File: src/rtl/skylark_display_pkg.sv
// Shared types and constants for the seven-segment display scanner.
package skylark_display_pkg;

  localparam int unsigned NUM_DIGITS_DEF = 8;

  typedef logic [2:0] digit_idx_t;
  typedef logic [3:0] nibble_t;

  localparam logic [NUM_DIGITS_DEF-1:0] ANODES_OFF = '1;

endpackage

File: src/rtl/display_scanner_if.sv
// Value-update handshake plus encoder/anode outputs of the display scanner.
interface display_scanner_if #(
  parameter int unsigned NUM_DIGITS = 8
);

  logic [4*NUM_DIGITS-1:0] value;
  logic                    value_valid;
  logic                    value_ready;
  logic [NUM_DIGITS-1:0]   dp_mask;
  logic [3:0]              num;
  logic                    dp;
  logic [NUM_DIGITS-1:0]   anodes;
  logic                    frame_done;

  // Core/bench side: offers values, observes the scan outputs.
  modport master (
    output value, value_valid, dp_mask,
    input  value_ready, num, dp, anodes, frame_done
  );

  // Scanner side.
  modport slave (
    input  value, value_valid, dp_mask,
    output value_ready, num, dp, anodes, frame_done
  );

endinterface

File: src/rtl/refresh_timer.sv
// Digit-slot timer: counts 0..REFRESH_DIV-1 and flags the blank phase.
module refresh_timer #(
  parameter int unsigned REFRESH_DIV  = 100000,
  parameter int unsigned BLANK_CYCLES = 1000
) (
  input  logic clk,
  input  logic reset,
  output logic slot_tick,  // this edge wraps the counter
  output logic blank       // phase of the cycle that follows this edge
);

  localparam int unsigned CntW = $clog2(REFRESH_DIV);

  logic [CntW-1:0] cnt_q, cnt_d;

  // Next count and phase; blank looks ahead so outputs registered on this edge line up.
  always_comb begin
    slot_tick = (cnt_q == CntW'(REFRESH_DIV - 1));
    cnt_d     = slot_tick ? '0 : cnt_q + CntW'(1);
    blank     = (32'(cnt_d) < BLANK_CYCLES);
  end

  // Slot counter state.
  always_ff @(posedge clk or negedge reset) begin
    if (!reset) cnt_q <= '0;
    else        cnt_q <= cnt_d;
  end

endmodule

File: src/rtl/display_scanner.sv
// Time-multiplexed hex scanner with blanking, leading-zero suppression and
// a tear-free single-entry value update path.
module display_scanner
  import skylark_display_pkg::*;
#(
  parameter int unsigned NUM_DIGITS   = NUM_DIGITS_DEF,
  parameter int unsigned REFRESH_DIV  = 100000,
  parameter int unsigned BLANK_CYCLES = 1000,
  parameter bit          LZ_SUPPRESS  = 1'b1
) (
  input logic clk,
  input logic reset,
  display_scanner_if.slave bus
);

  localparam int unsigned IdxW = (NUM_DIGITS > 1) ? $clog2(NUM_DIGITS) : 1;
  localparam logic [IdxW-1:0] LastIdx = IdxW'(NUM_DIGITS - 1);

  logic slot_tick, blank_nx;

  refresh_timer #(
    .REFRESH_DIV (REFRESH_DIV),
    .BLANK_CYCLES(BLANK_CYCLES)
  ) u_timer (
    .clk      (clk),
    .reset    (reset),
    .slot_tick(slot_tick),
    .blank    (blank_nx)
  );

  logic [IdxW-1:0]         idx_q, idx_d;
  logic [4*NUM_DIGITS-1:0] display_q, display_d, pend_q, upper;
  logic                    pend_full_q;
  nibble_t                 num_q, num_d;
  logic                    dp_q, dp_d, lit_q, lit_d;
  logic [NUM_DIGITS-1:0]   anodes_q, anodes_d;
  logic                    frame_done_q;
  logic                    commit, xfer, lz;

  assign bus.value_ready = ~pend_full_q;
  assign bus.num         = num_q;
  assign bus.dp          = dp_q;
  assign bus.anodes      = anodes_q;
  assign bus.frame_done  = frame_done_q;

  // Next-state for index, display and encoder outputs, all computed for the
  // upcoming cycle so num/anodes change together with the slot counter.
  always_comb begin
    xfer   = bus.value_valid && !pend_full_q;
    commit = slot_tick && (idx_q == LastIdx);

    idx_d = idx_q;
    if (slot_tick) idx_d = (idx_q == LastIdx) ? '0 : idx_q + IdxW'(1);

    display_d = display_q;
    if (commit) begin
      if (pend_full_q) display_d = pend_q;
      else if (xfer)   display_d = bus.value;  // bypass when nothing is queued
    end

    // Digit is a leading zero when it and every higher nibble are zero.
    upper = display_d >> {idx_d, 2'b00};
    lz    = LZ_SUPPRESS && (idx_d != '0) && (upper == '0);

    lit_d = slot_tick ? (!lz || bus.dp_mask[idx_d]) : lit_q;
    num_d = slot_tick ? display_d[{idx_d, 2'b00} +: 4] : num_q;
    dp_d  = slot_tick ? ~bus.dp_mask[idx_d] : dp_q;

    anodes_d = (blank_nx || !lit_d) ? '1 : ~(NUM_DIGITS'(1) << idx_d);
  end

  // Scan, handshake and registered output state.
  always_ff @(posedge clk or negedge reset) begin
    if (!reset) begin
      idx_q        <= '0;
      display_q    <= '0;
      pend_q       <= '0;
      pend_full_q  <= 1'b0;
      num_q        <= '0;
      dp_q         <= 1'b1;
      lit_q        <= 1'b1;
      anodes_q     <= '1;
      frame_done_q <= 1'b0;
    end else begin
      idx_q        <= idx_d;
      display_q    <= display_d;
      num_q        <= num_d;
      dp_q         <= dp_d;
      lit_q        <= lit_d;
      anodes_q     <= anodes_d;
      frame_done_q <= commit;
      if (commit && pend_full_q) begin
        pend_full_q <= 1'b0;
      end else if (xfer && !commit) begin
        pend_q      <= bus.value;
        pend_full_q <= 1'b1;
      end
    end
  end

endmodule

File: src/flat_wrapper.sv
// flat-port wrapper written by rule: the top's interface ports become plain ports
module display_scanner_flat import skylark_display_pkg::*;
#(
  parameter int unsigned NUM_DIGITS   = NUM_DIGITS_DEF,
  parameter int unsigned REFRESH_DIV  = 100000,
  parameter int unsigned BLANK_CYCLES = 1000,
  parameter bit          LZ_SUPPRESS  = 1'b1
)
  (clk, reset, bus_value, bus_value_valid, bus_dp_mask, bus_value_ready, bus_num, bus_dp, bus_anodes, bus_frame_done);
  display_scanner_if #(.NUM_DIGITS(NUM_DIGITS)) bus_i ();
  input logic clk;
  input logic reset;
  input wire logic [$bits(bus_i.value)-1:0] bus_value;
  input wire logic [$bits(bus_i.value_valid)-1:0] bus_value_valid;
  input wire logic [$bits(bus_i.dp_mask)-1:0] bus_dp_mask;
  output wire logic [$bits(bus_i.value_ready)-1:0] bus_value_ready;
  output wire logic [$bits(bus_i.num)-1:0] bus_num;
  output wire logic [$bits(bus_i.dp)-1:0] bus_dp;
  output wire logic [$bits(bus_i.anodes)-1:0] bus_anodes;
  output wire logic [$bits(bus_i.frame_done)-1:0] bus_frame_done;
  assign bus_i.value = bus_value;
  assign bus_i.value_valid = bus_value_valid;
  assign bus_i.dp_mask = bus_dp_mask;
  assign bus_value_ready = bus_i.value_ready;
  assign bus_num = bus_i.num;
  assign bus_dp = bus_i.dp;
  assign bus_anodes = bus_i.anodes;
  assign bus_frame_done = bus_i.frame_done;
  display_scanner #(.NUM_DIGITS(NUM_DIGITS), .REFRESH_DIV(REFRESH_DIV), .BLANK_CYCLES(BLANK_CYCLES), .LZ_SUPPRESS(LZ_SUPPRESS)) u_core (.clk(clk), .reset(reset), .bus(bus_i));
endmodule
File: config.mk
export PLATFORM = sky130hd
export DESIGN_NAME = display_scanner_flat
export DESIGN_NICKNAME = d
export VERILOG_FILES = /design/src/rtl/skylark_display_pkg.sv /design/src/rtl/display_scanner_if.sv /design/src/rtl/refresh_timer.sv /design/src/rtl/display_scanner.sv /design/src/flat_wrapper.sv
export SDC_FILE = /design/constraint.sdc
export NUM_CORES = 1
export LEC_CHECK = 0
export ABC_AREA = 1
export CAP_MARGIN = 25
export CORE_ASPECT_RATIO = 1.2
export CORE_MARGIN = 1
export CORE_UTILIZATION = 28
export CTS_CLUSTER_SIZE = 14
export DETAILED_ROUTE_END_ITERATION = 7
export PLACE_DENSITY_LB_ADDON = 0.05
export SYNTH_ARGS = -nofsm -noshare
export SYNTH_HDL_FRONTEND = slang
export SYNTH_SLANG_ARGS = --single-unit
File: constraint.sdc
create_clock -name clk -period 6.7 [get_ports clk]
set_input_delay 0.67 -clock clk [delete_from_list [all_inputs] [get_ports clk]]
set_output_delay 0.67 -clock clk [all_outputs]
set_load 0.02 [all_outputs]
==> results of run 1 <==
[cells in the final DEF (no fill, tap or decap), types with 3 or more instances in the layout]
cell | synthesis | layout
sky130_fd_sc_hd__nand2_1 | 287 | 287
sky130_fd_sc_hd__inv_1 | 107 | 107
sky130_fd_sc_hd__dfrtp_1 | 90 | 90
sky130_fd_sc_hd__nor2_1 | 76 | 76
sky130_fd_sc_hd__nand3_1 | 70 | 70
sky130_fd_sc_hd__clkdlybuf4s50_1 | 0 | 56
sky130_fd_sc_hd__o21ai_0 | 33 | 33
sky130_fd_sc_hd__nand4_1 | 30 | 30
sky130_fd_sc_hd__nand2_2 | 15 | 15
sky130_fd_sc_hd__a21oi_1 | 14 | 14
sky130_fd_sc_hd__mux2_2 | 14 | 14
sky130_fd_sc_hd__dfstp_2 | 10 | 10
sky130_fd_sc_hd__clkbuf_16 | 0 | 9
sky130_fd_sc_hd__nor2_2 | 7 | 7
sky130_fd_sc_hd__nand3_2 | 6 | 6
sky130_fd_sc_hd__o21ai_1 | 6 | 6
sky130_fd_sc_hd__buf_4 | 2 | 6
sky130_fd_sc_hd__inv_2 | 5 | 5
sky130_fd_sc_hd__nor2_4 | 5 | 5
sky130_fd_sc_hd__nor3_1 | 5 | 5
sky130_fd_sc_hd__o211ai_1 | 4 | 4
sky130_fd_sc_hd__or2_2 | 4 | 4
sky130_fd_sc_hd__nor4_1 | 3 | 3
[path summary, 6_finish.rpt]
| kind | endpoint | slack (ns) | cells after the start |
|---|---|---|---|
| min in group clk | u_core.u_timer.cnt_q[0]$_DFF_PN0_ | 0.47 | 1 |
| max in group asynchronous | u_core.pend_q[13]$_DFFE_PN0P_ | 5.14 | 2 |
| hold / removal | u_core.u_timer.cnt_q[11]$_DFF_PN0_ | 0.29 | 1 |
| setup / recovery | u_core.bus.anodes[4]$_DFF_PN1_ | 3.24 | 18 |
| hold reg to reg | u_core.u_timer.cnt_q[0]$_DFF_PN0_ | 0.47 | 1 |
| setup reg to reg | u_core.bus.anodes[4]$_DFF_PN1_ | 3.24 | 18 |
[logic make-up after synthesis]
kind of cell	after synthesis	synth area share [%]
adder cells (fa/ha/maj)	3	0.603
flip-flops	100	40.4
multiplexers	15	2.69
XOR/XNOR	2	0.282
AO/OA/AOI/OAI	73	7.06
AND/OR/NAND/NOR	519	38.4
buffers and inverters	148	10.6
[per-layer routing]
metal,wire length [um],GRT usage (%),up-vias
li1,-,-,2799
met1,9740,24.3,2600
met2,8890,29.7,89
met3,555,2.65,9
met4,131,3.27,0
met5,0,0,-
[cells in the mapped netlist (all sizes together)]
cell / n / share of area, %
o31ai: 1 / 0.12
buf: 26 / 3.1
clkbuf: 9 / 0.56
nor3: 5 / 0.40
or2: 4 / 0.40
nor4: 3 / 0.30
nand4: 32 / 3.7
ha: 3 / 0.60
o221ai: 2 / 0.28
o21ai: 42 / 3.8
a211oi: 1 / 0.12
dfstp: 10 / 4.2
nor2: 90 / 6.8
o211ai: 4 / 0.48
nand3b: 3 / 0.42
inv: 113 / 6.9
a22oi: 1 / 0.12
mux2: 14 / 2.5
o22ai: 1 / 0.10
nand2: 304 / 19
a221oi: 1 / 0.14
dfrtp: 90 / 36
a41oi: 1 / 0.14
a21oi: 14 / 1.1
a22o: 2 / 0.28
xor2: 2 / 0.28
a31oi: 1 / 0.10
nand3: 78 / 7.2
mux2i: 1 / 0.16
a21boi: 2 / 0.24
[power by group through the flow]
stage	registers [mW]	logic (mW)	clock network [mW]
CTS	0.628	0.0879	0.606
global placement	0.640	0.0877	0
global route	0.630	0.0976	0.631
detailed placement	0.639	0.0879	0
finish	0.628	0.0859	0.590
floorplan	0.638	0.0376	0
[registers in the layout, indices dropped and copies added (netlist names)]
register,flops
u_core.display_q,32
u_core.pend_q,32
u_core.u_timer.cnt_q,17
u_core.bus.anodes,8
u_core.bus.num,4
u_core.idx_q,3
u_core.bus.dp,1
u_core.bus.frame_done,1
u_core.lit_q,1
u_core.pend_full_q,1
[cell type report]
| type | count | area share [%] |
|---|---|---|
| multi-input cells | 612 | 42.0 |
| well taps | 274 | 4.71 |
| clock buffers | 11 | 3.34 |
| repair buffers | 62 | 8.33 |
| flip-flops and latches | 100 | 34.6 |
| inverters | 113 | 5.87 |
| clock inverters | 5 | 1.17 |
[per-stage QoR]
stage,area (sq um),util [%],setup WS [ns]
final,7270,33.4,3.24
after floorplan,6220,-,4.42
after detailed placement,6940,31.9,2.86
after global placement,6940,31.9,2.65
after global routing,7270,33.4,2.82
after CTS,7270,33.4,3.17
[critical path: stages (launching register included)]
cell                      delay, ns
sky130_fd_sc_hd__dfrtp_1       0.56
sky130_fd_sc_hd__nand2_1       0.09
sky130_fd_sc_hd__inv_1         0.06
sky130_fd_sc_hd__nand2_1       0.05
sky130_fd_sc_hd__nor2_2        0.07
sky130_fd_sc_hd__buf_4         0.30
sky130_fd_sc_hd__nand3_2       0.38
sky130_fd_sc_hd__nand2_1       0.18
sky130_fd_sc_hd__nand2_2       0.29
sky130_fd_sc_hd__inv_2         0.37
sky130_fd_sc_hd__nand2_1       0.23
sky130_fd_sc_hd__a21oi_1       0.18
sky130_fd_sc_hd__nor2_1        0.07
sky130_fd_sc_hd__nand3_1       0.09
sky130_fd_sc_hd__nor2_1        0.05
sky130_fd_sc_hd__nand2_1       0.06
sky130_fd_sc_hd__nand2_1       0.08
sky130_fd_sc_hd__nand3_4       0.15
sky130_fd_sc_hd__nand4_1       0.09
==> results_dict.tcl, run 1 <==
set metrics [dict create \
    ff_latch_area_sq_um 2510 \
    min_path_type "in -> async" \
    route.antenna.remaining_nets 0 \
    intPower_mw 1.00 \
    clock_tree.root_cell "sky130_fd_sc_hd__clkbuf_16" \
    postCtsHoldBufs 0 \
    syn-num-nets 906 \
    average_cell_area_after_synthesis_sq_um 7.24 \
    critical_path_class "reg -> reg" \
    chipHeight_um 165 \
    startpoint "u_core.u_timer.cnt_q[16]$_DFF_PN0_" \
    post_cts_gate_resize_count 0 \
    initialDrtViolationCount 341 \
    power.share.sequential_pct 48.2 \
    avgViaCountPerCell 4.67 \
    antenna_found_initial 0 \
    cts_sinks 100 \
    synth-seq-cells 100 \
    num_rows 59 \
    pwr_density_cell_nw_per_um2 179 \
    max_slew.worst_pin.slew_ns 0.983 \
    clk_pin_slew_ns 0.07 \
    synth.yosys.warnings 0 \
    status "complete, but fails checks" \
    power.combinational.fraction_pct 6.6 \
    switching_share_pct 23.1 \
    cp-start-kind "flop" \
    reported_leakage_power_nw 3.76 \
    globalplace.congestion 0.829 \
    final.hold.worst_slack_ns 0.288 \
    track_usage_pct 17.7 \
    timing.critical_path.required_ns 6.95 \
    post-route-period-util_pct 51.6 \
    grt_first_pass_wirelength_um 31000 \
    setup.worst_path.end_class "flop" \
    layout_nets 944 \
    clkPwrFrac_pct 45.2 \
    post_cts_setup_buffer_count 0 \
    place_inst 1161 \
    final_layout_size_suffix_gt1_share_pct 11.2 \
    routed-via-count 5497 \
    global_route.overflow_total 0 \
    synth.yosys.seq_area_share_pct 40.4 \
    postSynthCellCount 860 \
    initial_core_util_pct 28.6 \
    syn2layout_area_growth_pct 16.8 \
    post-route-drc-count 11 \
    cts_buffer_depth 2 \
    rsz0062_at_grt "false" \
    synthesis.area_sq_um 6220 \
    timing.slew.headroom_pct 34.2 \
    placeableCoreArea_sq_um 21800 \
    vdd_ir_drop_max_v 0.000104 \
    failed_checks "design-rule violations" \
    finalHoldViolCount 0 \
    worst_clock_skew_ns 0.0102 \
    power_mw 1.30 \
    fin_crit_ns 3.46 \
    report.final.setup_viol 0 \
    final-max-slew-violation-count 0 \
    total_switching_power_mw 0.301 \
    antennaDiodeCount 0 \
    die_width_um 138 \
    route.final.wire_length_um 19300 \
    drtPass1Iterations 7 \
    num-fill-cells 2357 \
    arrival_ns 3.71 \
    count_of_different_cell_masters_after_synthesis 49 \
    clkLatencyLatePin_ns 0.35 \
    io_pins 58 \
    area_taken_by_multi_input_logic_gates_sq_um 3050 \
    stdcell_count 1177 \
    tritoncts "yes" \
    dp_hpwl_um 13900 \
    port-buffer-count 57 \
    grt_max_degree 65 \
    cts_inserted_buffers 9 \
    wl_per_cell_um 16.4 \
    h-tree-depth 3 \
    fmaxAchievable_mhz 289 \
    crit_fanout 22 \
    design.die.area_sq_um 22800 \
    vias_in_the_first_global_route 5392 \
    timing.rr.start "u_core.u_timer.cnt_q[16]$_DFF_PN0_" \
    drv_cap 0 \
    finalSetupTns_ns 0 \
]
Power figures use the tool's default switching activity.
==> inputs of run 2 (changes only) <==
==> constraint.sdc (replaced) <==
create_clock -name clk -period 3.1 [get_ports clk]
set_input_delay 0.31 -clock clk [delete_from_list [all_inputs] [get_ports clk]]
set_output_delay 0.31 -clock clk [all_outputs]
set_load 0.02 [all_outputs]
==> run 2 against run 1 <==
Against the previous run: the run ends with design-rule violations, negative hold slack left; power increased by 110%; register-to-register slack got worse by 2.9 ns; highest routed layer unchanged; critical path depth decreased by 4; via count increased by 2.9%; cell count increased by 1.6%; global-route usage decreased by 0.074 points; clock-buffer cell count decreased by 1; sequential power increased by 120%; worst hold slack got worse by 0.32 ns; cell area increased by 2.5%.
==> results_dict.tcl, run 2 (same netlist as run 1, synthesis figures left out) <==
set metrics [dict create \
    status "complete, but fails checks" \
    failed_checks "design-rule violations, negative hold slack" \
    arrival_ns 3.03 \
    design.die.area_sq_um 22800 \
    avgViaCountPerCell 4.73 \
    wl_per_cell_um 16.0 \
    drv_cap 0 \
    finalSetupTns_ns 0 \
    final.hold.worst_slack_ns -0.0318 \
    clkPwrFrac_pct 44.5 \
    min_path_type "in -> async" \
    ff2ff_path_depth 14 \
    finalHoldViolCount 10 \
    tritoncts "yes" \
    pwr_density_cell_nw_per_um2 374 \
    timing.slew.headroom_pct 53.9 \
    post_cts_setup_buffer_count 0 \
    antennaDiodeCount 0 \
    max_slew.worst_pin.slew_ns 0.691 \
    route.final.wire_length_um 19200 \
    worst_clock_skew_ns 0.0159 \
    syn2layout_area_growth_pct 19.8 \
    cts_buffer_depth 2 \
    clkLatencyLatePin_ns 0.36 \
    utilization_pct 34.2 \
    crit_path_max_delay_cell_type "sky130_fd_sc_hd__o21ai_1" \
    postCtsHoldBufs 0 \
    fmaxAchievable_mhz 362 \
    final_layout_size_suffix_gt1_share_pct 12.9 \
    critical_path_class "reg -> reg" \
    layout_nets 964 \
    placeableCoreArea_sq_um 21800 \
    reported_leakage_power_nw 3.88 \
    mostFrequentLayoutCells "287 x sky130_fd_sc_hd__nand2_1, 107 x sky130_fd_sc_hd__inv_1, 90 x sky130_fd_sc_hd__dfrtp_1, 76 x sky130_fd_sc_hd__nor2_1, 70 x sky130_fd_sc_hd__nand3_1" \
    critical_path_max_stage_delay_ns 0.51 \
    mostFrequentLayoutCell "sky130_fd_sc_hd__nand2_1" \
    routed-via-count 5656 \
    largestRegisters "u_core.display_q (32), u_core.pend_q (32), u_core.u_timer.cnt_q (17)" \
    clk_pin_slew_ns 0.08 \
    track_usage_pct 17.6 \
    intPower_mw 2.15 \
    vdd_ir_drop_max_v 0.000217 \
    ff_latch_area_sq_um 2510 \
    cts_sinks 100 \
    vias_in_the_first_global_route 5379 \
    rsz0062_at_grt "false" \
    cpMostUsedCell "sky130_fd_sc_hd__nor2_1" \
    area_taken_by_multi_input_logic_gates_sq_um 3050 \
    post-route-period-util_pct 89.2 \
    crit_fanout 20 \
    total_switching_power_mw 0.645 \
    globalplace.congestion 0.832 \
    crit_path_cell_trace "ha_1, ha_1, buf_4, nand3_4, o21ai_1, nor2_1, nor2_1, nor2_1, nand3_1, nand2_1, nand2_2, nor2_4, nand3_4, nand4_1" \
    timing.critical_path.buf_inv 1 \
    antenna_found_initial 0 \
    grt_max_degree 49 \
    post_cts_gate_resize_count 0 \
    report.final.setup_viol 0 \
    die_width_um 138 \
    power.share.sequential_pct 48.6 \
    num-fill-cells 2346 \
    timing.critical_path.required_ns 3.36 \
    clock_tree.root_cell "sky130_fd_sc_hd__clkbuf_16" \
    cp-start-kind "flop" \
    cts_inserted_buffers 9 \
    initialDrtViolationCount 345 \
    dp_hpwl_um 14800 \
    switching_share_pct 23.1 \
    initial_core_util_pct 28.6 \
    fin_crit_ns 2.77 \
    post-route-drc-count 12 \
    grt_first_pass_wirelength_um 30500 \
    chipHeight_um 165 \
    io_pins 58 \
    drtPass1Iterations 7 \
    power.combinational.fraction_pct 6.9 \
    num_rows 59 \
    count_of_cell_instances_traversed_by_the_critical_path 14 \
    port-buffer-count 57 \
    h-tree-depth 3 \
    final-max-slew-violation-count 0 \
    cp_top_family "simple AND/OR/NAND/NOR gates" \
    global_route.overflow_total 0 \
    setup.worst_path.end_class "flop" \
    route.antenna.remaining_nets 0 \
]
[run 2: cell types whose count changed in the layout (fill, tap and decap cells not counted), sizes merged]
cell,before,now
inv,113,114
clkinv,2,1
clkbuf,11,10
buf,6,26
[run 2: worst paths after layout]
path	slack, ns	start	endpoint
setup / recovery	0.33	u_core.idx_q[0]$_DFF_PN0_	u_core.bus.anodes[6]$_DFF_PN1_
hold / removal	-0.03	reset	u_core.u_timer.cnt_q[10]$_DFF_PN0_
setup reg to reg	0.33	u_core.idx_q[0]$_DFF_PN0_	u_core.bus.anodes[6]$_DFF_PN1_
hold reg to reg	0.46	u_core.u_timer.cnt_q[0]$_DFF_PN0_	u_core.u_timer.cnt_q[0]$_DFF_PN0_
max in group asynchronous	2.37	reset	u_core.display_q[0]$_DFF_PN0_
min in group clk	0.46	u_core.u_timer.cnt_q[0]$_DFF_PN0_	u_core.u_timer.cnt_q[0]$_DFF_PN0_
[run 2: power by group through the flow]
stage | combinational, mW | clock [mW] | sequential [mW]
global placement | 0.196 | 0 | 1.38
CTS | 0.197 | 1.30 | 1.36
floorplan | 0.0812 | 0 | 1.38
detailed placement | 0.197 | 0 | 1.38
finish | 0.192 | 1.24 | 1.36
global route | 0.220 | 1.34 | 1.36
[run 2: per-layer routing]
metal / vias up / wire length, um / global-route usage (%)
li1: 2840 / - / -
met1: 2679 / 9340 / 24.1
met2: 120 / 8720 / 28.4
met3: 17 / 717 / 2.31
met4: 0 / 378 / 6.54
met5: - / 0 / 0
[run 2: layout make-up]
class	count	area share (%)
Multi-Input combinational cell	612	40.9
Sequential cell	100	33.7
Timing Repair Buffer	82	10.8
Inverter	113	5.72
Tap cell	274	4.60
Clock buffer	10	3.07
Clock inverter	5	1.14
[run 2: worst register-to-register path: cells and delay by family (launching register included)]
family,cells,cell delay (ns)
AO/OA/AOI/OAI,1,0.52
adder cells (fa/ha/maj),2,0.44
buffers and inverters,1,0.33
flip-flops,1,0.40
AND/OR/NAND/NOR,10,1.00
[run 2: metrics by stage]
step                hold WS [ns]  total power [mW]  worst slack [ns]  area (sq um)  cells
CTS                      0.00533              2.85             0.293          7460   1196
global route              0.0193              2.92            0.0320          7460   1196
finish                   -0.0318              2.79             0.335          7460   1196
global placement           0.406              1.58             0.196          7140   1181
floorplan                 0.0144              1.46             0.817          6220    860
detailed placement         0.402              1.58             0.266          7140   1181
